--- src/rtl/seven_seg_scan_mux.sv ---
// Time-multiplexed common-anode seven-segment scanner with hex decode and shadowed load.
// Optional blink support is compiled in when SEVEN_SEG_BLINK_EN is defined.
module seven_seg_scan_mux #(
    parameter int NUM_DIGITS  = 4,
    parameter int REFRESH_DIV = 100000
`ifdef SEVEN_SEG_BLINK_EN
    ,
    parameter int BLINK_DIV   = 50
`endif
) (
    input  logic                    CLK,
    input  logic                    RESET,
    input  logic                    LOAD,
    input  logic [4*NUM_DIGITS-1:0] VALUES,
    input  logic [NUM_DIGITS-1:0]   DP,
    input  logic [NUM_DIGITS-1:0]   EN,
`ifdef SEVEN_SEG_BLINK_EN
    input  logic [NUM_DIGITS-1:0]   BLINK,
`endif
    output logic [NUM_DIGITS-1:0]   SEL,
    output logic [7:0]              DIGIT
);

    localparam int CNT_W = (REFRESH_DIV > 2) ? $clog2(REFRESH_DIV) : 1;
    localparam int IDX_W = (NUM_DIGITS > 2) ? $clog2(NUM_DIGITS) : 1;

    // Segment pattern {g,f,e,d,c,b,a}, active low, for one hex nibble.
    function automatic logic [6:0] hex_font(input logic [3:0] value);
        logic [6:0] seg;
        case (value)
            4'h0:    seg = 7'h40;
            4'h1:    seg = 7'h79;
            4'h2:    seg = 7'h24;
            4'h3:    seg = 7'h30;
            4'h4:    seg = 7'h19;
            4'h5:    seg = 7'h12;
            4'h6:    seg = 7'h02;
            4'h7:    seg = 7'h78;
            4'h8:    seg = 7'h00;
            4'h9:    seg = 7'h10;
            4'hA:    seg = 7'h08;
            4'hB:    seg = 7'h03;
            4'hC:    seg = 7'h46;
            4'hD:    seg = 7'h21;
            4'hE:    seg = 7'h06;
            4'hF:    seg = 7'h0E;
            default: seg = 7'h7F;
        endcase
        return seg;
    endfunction

    logic [CNT_W-1:0]        r_refresh_cnt;
    logic [IDX_W-1:0]        r_scan_idx;
    logic [4*NUM_DIGITS-1:0] r_values_sh;
    logic [NUM_DIGITS-1:0]   r_dp_sh;
    logic [NUM_DIGITS-1:0]   r_en_sh;
    logic [NUM_DIGITS-1:0]   r_sel;
    logic [7:0]              r_digit;

    logic                    w_tick;
    logic                    w_idx_wrap;
    logic [NUM_DIGITS-1:0]   w_blink_mask;
    logic [NUM_DIGITS-1:0]   w_hit;
    logic [NUM_DIGITS-1:0]   w_sel_next;
    logic [7:0]              w_seg_on;
    logic [7:0]              w_digit_next;

    assign w_tick     = (r_refresh_cnt == CNT_W'(REFRESH_DIV - 1));
    // Any index at or beyond the last digit wraps, so a corrupted index self-heals.
    assign w_idx_wrap = (r_scan_idx >= IDX_W'(NUM_DIGITS - 1));

    // Slot timer and digit index.
    always_ff @(posedge CLK) begin
        if (RESET) begin
            r_refresh_cnt <= {CNT_W{1'b0}};
            r_scan_idx    <= {IDX_W{1'b0}};
        end else if (w_tick) begin
            r_refresh_cnt <= {CNT_W{1'b0}};
            r_scan_idx    <= w_idx_wrap ? {IDX_W{1'b0}} : (r_scan_idx + IDX_W'(1));
        end else begin
            r_refresh_cnt <= r_refresh_cnt + CNT_W'(1);
            r_scan_idx    <= r_scan_idx;
        end
    end

    // Shadow capture of the display contents.
    always_ff @(posedge CLK) begin
        if (RESET) begin
            r_values_sh <= {(4*NUM_DIGITS){1'b0}};
            r_dp_sh     <= {NUM_DIGITS{1'b0}};
            r_en_sh     <= {NUM_DIGITS{1'b0}};
        end else if (LOAD) begin
            r_values_sh <= VALUES;
            r_dp_sh     <= DP;
            r_en_sh     <= EN;
        end else begin
            r_values_sh <= r_values_sh;
            r_dp_sh     <= r_dp_sh;
            r_en_sh     <= r_en_sh;
        end
    end

`ifdef SEVEN_SEG_BLINK_EN
    localparam int BC_W = (BLINK_DIV > 2) ? $clog2(BLINK_DIV) : 1;

    logic [NUM_DIGITS-1:0] r_blink_sh;
    logic [BC_W-1:0]       r_scan_cnt;
    logic                  r_blink_phase;

    // Blink attribute shadow, captured alongside the other digit data.
    always_ff @(posedge CLK) begin
        if (RESET) begin
            r_blink_sh <= {NUM_DIGITS{1'b0}};
        end else if (LOAD) begin
            r_blink_sh <= BLINK;
        end else begin
            r_blink_sh <= r_blink_sh;
        end
    end

    // Scan counter and blink phase; phase starts visible and flips every BLINK_DIV scans.
    always_ff @(posedge CLK) begin
        if (RESET) begin
            r_scan_cnt    <= {BC_W{1'b0}};
            r_blink_phase <= 1'b1;
        end else if (w_tick && w_idx_wrap) begin
            if (r_scan_cnt >= BC_W'(BLINK_DIV - 1)) begin
                r_scan_cnt    <= {BC_W{1'b0}};
                r_blink_phase <= ~r_blink_phase;
            end else begin
                r_scan_cnt    <= r_scan_cnt + BC_W'(1);
                r_blink_phase <= r_blink_phase;
            end
        end else begin
            r_scan_cnt    <= r_scan_cnt;
            r_blink_phase <= r_blink_phase;
        end
    end

    assign w_blink_mask = r_blink_phase ? {NUM_DIGITS{1'b0}} : r_blink_sh;
`else
    assign w_blink_mask = {NUM_DIGITS{1'b0}};
`endif

    // Next anode/segment pattern; at most one digit can match the index, so OR-merging is safe.
    always_comb begin
        w_hit    = {NUM_DIGITS{1'b0}};
        w_seg_on = 8'h00;
        for (int i = 0; i < NUM_DIGITS; i++) begin
            w_hit[i] = (r_scan_idx == IDX_W'(i)) && r_en_sh[i] && !w_blink_mask[i];
            w_seg_on = w_seg_on |
                       (w_hit[i] ? {r_dp_sh[i], ~hex_font(r_values_sh[4*i +: 4])} : 8'h00);
        end
        w_sel_next   = ~w_hit;
        w_digit_next = ~w_seg_on;
    end

    // Registered pin drivers.
    always_ff @(posedge CLK) begin
        if (RESET) begin
            r_sel   <= {NUM_DIGITS{1'b1}};
            r_digit <= 8'hFF;
        end else begin
            r_sel   <= w_sel_next;
            r_digit <= w_digit_next;
        end
    end

    assign SEL   = r_sel;
    assign DIGIT = r_digit;

endmodule

--- config.mk ---
export PLATFORM = sky130hd
export DESIGN_NAME = seven_seg_scan_mux
export DESIGN_NICKNAME = d
export VERILOG_FILES = /design/src/rtl/seven_seg_scan_mux.sv
export SDC_FILE = /design/constraint.sdc
export NUM_CORES = 1
export LEC_CHECK = 0
export ABC_AREA = 1
export CAP_MARGIN = 20
export CORE_AREA = 2 2 123 89
export DETAILED_ROUTE_END_ITERATION = 8
export DIE_AREA = 0 0 125 91
export PLACE_DENSITY = 0.69
export SYNTH_ARGS = -nofsm -noshare
export SYNTH_HDL_FRONTEND = slang
export SYNTH_SLANG_ARGS = --single-unit
--- constraint.sdc ---
create_clock -name CLK -period 2.5 [get_ports CLK]
set_clock_uncertainty 0.2 [all_clocks]
set_input_delay 0.5 -clock CLK [delete_from_list [all_inputs] [get_ports CLK]]
set_output_delay 0.5 -clock CLK [all_outputs]
set_load 0.02 [all_outputs]
======== After elaboration in Yosys (flattened, before gate mapping) ========
Memory sizes are Yosys's and may differ from the RTL's. A register that Yosys moved wholly into a read port is not among the register bits.
Index checks and enable logic that the tools add are counted.
W data, S select, Z words.
word-level totals
  flip-flop bits (word level) ............. 55
  bits in read-only memories .............. 448
  bits of input ports ..................... 27
  word-level logic and storage cells ...... 46
  memories kept ........................... 4
operators by class
  add/sub/neg operators ................... 2
  magnitude comparators ................... 1
  eq/ne operators ......................... 4
  mux-type cells .......................... 13
  bitwise operators ....................... 9
  reductions and logical operators ........ 6
memory list
  memory            depth  bits a word  read ports  clocked after Yosys merged registers in  wr ports  RTL line  source
  (name not given)  16     7            1           1                                        0         30        case (value)
  (name not given)  16     7            1           1                                        0         30
  (name not given)  16     7            1           1                                        0         30
  (name not given)  16     7            1           1                                        0         30
operators with widths
  kind                     number
  $mux W4                  8
  $mux W8                  4
  $not A7 Y7               4
  $or A8 B8 Y8             3
  $add A17 B1 Y17 const B  1
  $eq A17 B17 Y1 const B   1
  $not A8 Y8               1
  $eq A2 B2 Y1 const B     2
  $logic_and A1 B1 Y1      4
  $not A4 Y4               1
  $add A2 B1 Y2 const B    1
  $eq A2 B1 Y1 const B     1
  $ge A2 B2 Y1 const B     1
  $logic_not A2 Y1         1
  $mux W2                  1
  $reduce_or A2 Y1         1

======== Logic depth before layout (Yosys ltp) ========
  depth in word-level cells ............... 7
  gate-level depth with buffers ........... 11
  gate-level depth less buffers ........... 9

======== Worst setup path before layout ========
Ideal clock, no wire load.
  path type ............................... input-to-reg
  start point ............................. input port LOAD
  end point ............................... register with a tool-made name
  data arrival time ....................... 1777 ps
  data required time ...................... 2230 ps
  slack ................................... 453 ps
  stages .................................. 8
  cells stage by stage .................... buf_6 > inv_4 > buf_2 > o21ai_0 > ha_1 > o21ai_2 > inv_1 > a21oi_1
RTL lines
  what         RTL line  source
  from (decl)  13        input logic LOAD,

==> impl_metrics.csv <==
group,metric,value,unit
critical_path,startpoint,"LOAD",
clocking,clk_pin_slew,60,ps
yosys,synth_cells,525,
clocking,clockBufferDepth,2,
timing,drv_slew,0,
yosys,syn_area,4013,um^2
floorplanning,start_util,39.49,%
yosys,synth_top_area_share,41.41,%
power_and_ir_drop,peakVddDrop,0.4022,mV
routing,avgRoutedWirePerCell,12.34,um
floorplanning,dieHeight,91,um
placed_design,dp_hpwl,6.870,mm
final_layout,drive_above_1_share,13.46,%
global_routing,grt_pass1_vias,3085,
routing,ant_nets,0,
critical_path,crit_type,"in2reg",
critical_path,cp-end-kind,"flop",
clocking,holdBufCountCts,0,
critical_path,cp_slowest_cell,"clkdlybuf4s50_1",
final_layout,final_util,48.52,%
clocking,cts_tree,"built",
routing,wl,8.875,mm
final_layout,nets,638,
yosys,yosysWarningCount,0,
clocking,htree_levels,3,
global_routing,antenna_found_initial,0,
floorplanning,core-area,10160,um^2
worst_hold_path,hp-class,"reg2reg",
placed_design,dp_cells,703,
timing,finalSetupViolations,0,
routing,vias_per_cell,4.816,
timing,min_period_over_period,89.02,%
placed_design,portBuffers,38,
final_layout,diodes,0,
critical_path,r2r-start,"r_refresh_cnt[0]",
timing,hold_viol_final,0,
placed_design,gp_congestion,0.8356,
final_layout,syn2layout_area_growth,22.89,%
critical_path,crit_required,2520,ps
routing,dr.pass1.iters,4,
yosys,synth_nets,581,
critical_path,cp-start-kind,"primary input",
critical_path,crit_path_max_incr_delay,420,ps
clocking,post_cts_buffers,0,
yosys,yosysSeqAreaShare,41.41,%
yosys,ys_ff_latch,83,
timing,setup_tns,0,ps
timing,max_freq,0.4493,GHz
critical_path,crit_fanout,15,
final_layout,layout_common_cells,"nand2_1 (120), dfxtp_1 (83), nor2_1 (77)",
critical_path,arrival,2250,ps
routing,first_iter_violations,279,
global_routing,grt_use_total,15.77,%
yosys,avgSynthCellArea,7.643,um^2
final_layout,final_common_cell,"nand2_1",
floorplanning,ioPinCount,39,
yosys,ys_top_cells_by_area,"dfxtp_1 (41%), nand2_1 (11%), ha_1 (9.0%), nor2_1 (7.2%), o21ai_0 (4.9%)",
placed_design,post_dp_cell_area,4621,um^2
clocking,cts-buffers-inserted,9,
yosys,ys_types,30,
floorplanning,dieArea,11380,um^2
power_and_ir_drop,total_power,3223,uW
floorplanning,num_rows,31,
clocking,cts_root_buf,"clkbuf_16",
final_layout,finalNonFillerCells,719,
power_and_ir_drop,p_leak,0.002153,uW
timing,max_slew_margin,77.93,%
timing,fin_crit,2226,ps
clocking,numClockSinks,83,
global_routing,grt_pass1_wl,14.66,mm
floorplanning,die_width,125,um
worst_hold_path,holdCritStartpoint,"r_en_sh[1]",
yosys,yosys.area.top_type,"dfxtp_1",
critical_path,cpMostUsedCell,"o21ai_0",
clocking,postCtsResizedCells,0,
run_status,status,"finished, final reports clean",
flow_run,maxCapViolations,0,
global_routing,grt_max_degree,23,
routing,via_count,3463,
critical_path,path_cells,"clkdlybuf4s50_1, buf_4, inv_4, o21ai_0, nor2_1, ha_1, nand2_1, o21ai_0",
clocking,clk_latency,340,ps
timing,grt_setup_unrepaired,"no",
routing,drc_errors,0,
global_routing,overflow,0,
power_and_ir_drop,p_per_area,653.7,nW/um^2
final_layout,final_area,4931,um^2
timing,worstMarginPinSlew,329.9,ps
## cell families (layout without fill, tap and decap cells)
family                     Yosys count  count (layout)  share of synthesized area, %
and+or+nand+nor                    258             258                         28.28
AOI/OAI and AO/OA                   91              91                         13.63
DFF                                 83              83                         41.41
buffers and inverters               59             121                         6.548
adders and majority gates           29              29                         9.043
xor gates and xnor gates             5               5                         1.092
## path summary, 6_finish.rpt
check / endpoint / slack [ps] / depth (start not counted)
worst min register to register: SEL[1] / 230 / 1
worst min-delay path: SEL[1] / 230 / 1
worst max register to register: r_refresh_cnt[14] / 760 / 6
worst max-delay path: flop / 270 / 8
## area by class of cell
class                           count  area [um^2]
Tap cell                          132        165.2
Sequential cell                    83         1662
Fill cell                         992         5231
Multi-Input combinational cell    383         2088
Inverter                           48        182.7
Clock inverter                      7        85.08
Clock buffer                        9        225.2
Timing Repair Buffer               57        523.0
## cells in the mapped netlist, drive strengths merged
cell,number
a21oi,18
buf,9
clkbuf,2
dfxtp,83
ha,29
inv,48
nand2,127
nand3,30
nand3b,1
nand4,2
nor2,88
o21ai,57
o22ai,16
or2,10
xnor2,2
xor2,3
## layer usage
| metal | wire length [um] | global-route usage, % |
|---|---|---|
| met5 | 0 | 0 |
| met4 | 90 | 4.259 |
| met3 | 454 | 3.889 |
| met2 | 3815 | 23.69 |
| met1 | 4514 | 22.53 |
## through the flow
stage | hold slack (ps) | worst slack, ps
after floorplan | 192.2 | 453.0
after global placement | 214.8 | -3.564
after detailed placement | 212.3 | -58.47
after CTS | 232.1 | 291.2
after global routing | 248.0 | 131.7
final | 231.3 | 274.4
## worst max-delay path: cells and delay by family
family,cells,cell delay (ps)
simple gates,2,310
buf+inv,3,750
compound gates,2,400
fa+ha+maj,1,270
## power breakdown
part           switching [uW]  internal, uW  total, uW  leakage [uW]
Clock                     573           793       1370      0.000146
Sequential               34.2          1410       1450      0.000685
Combinational             238           171        409       0.00132
Power figures use the tool's default switching activity.
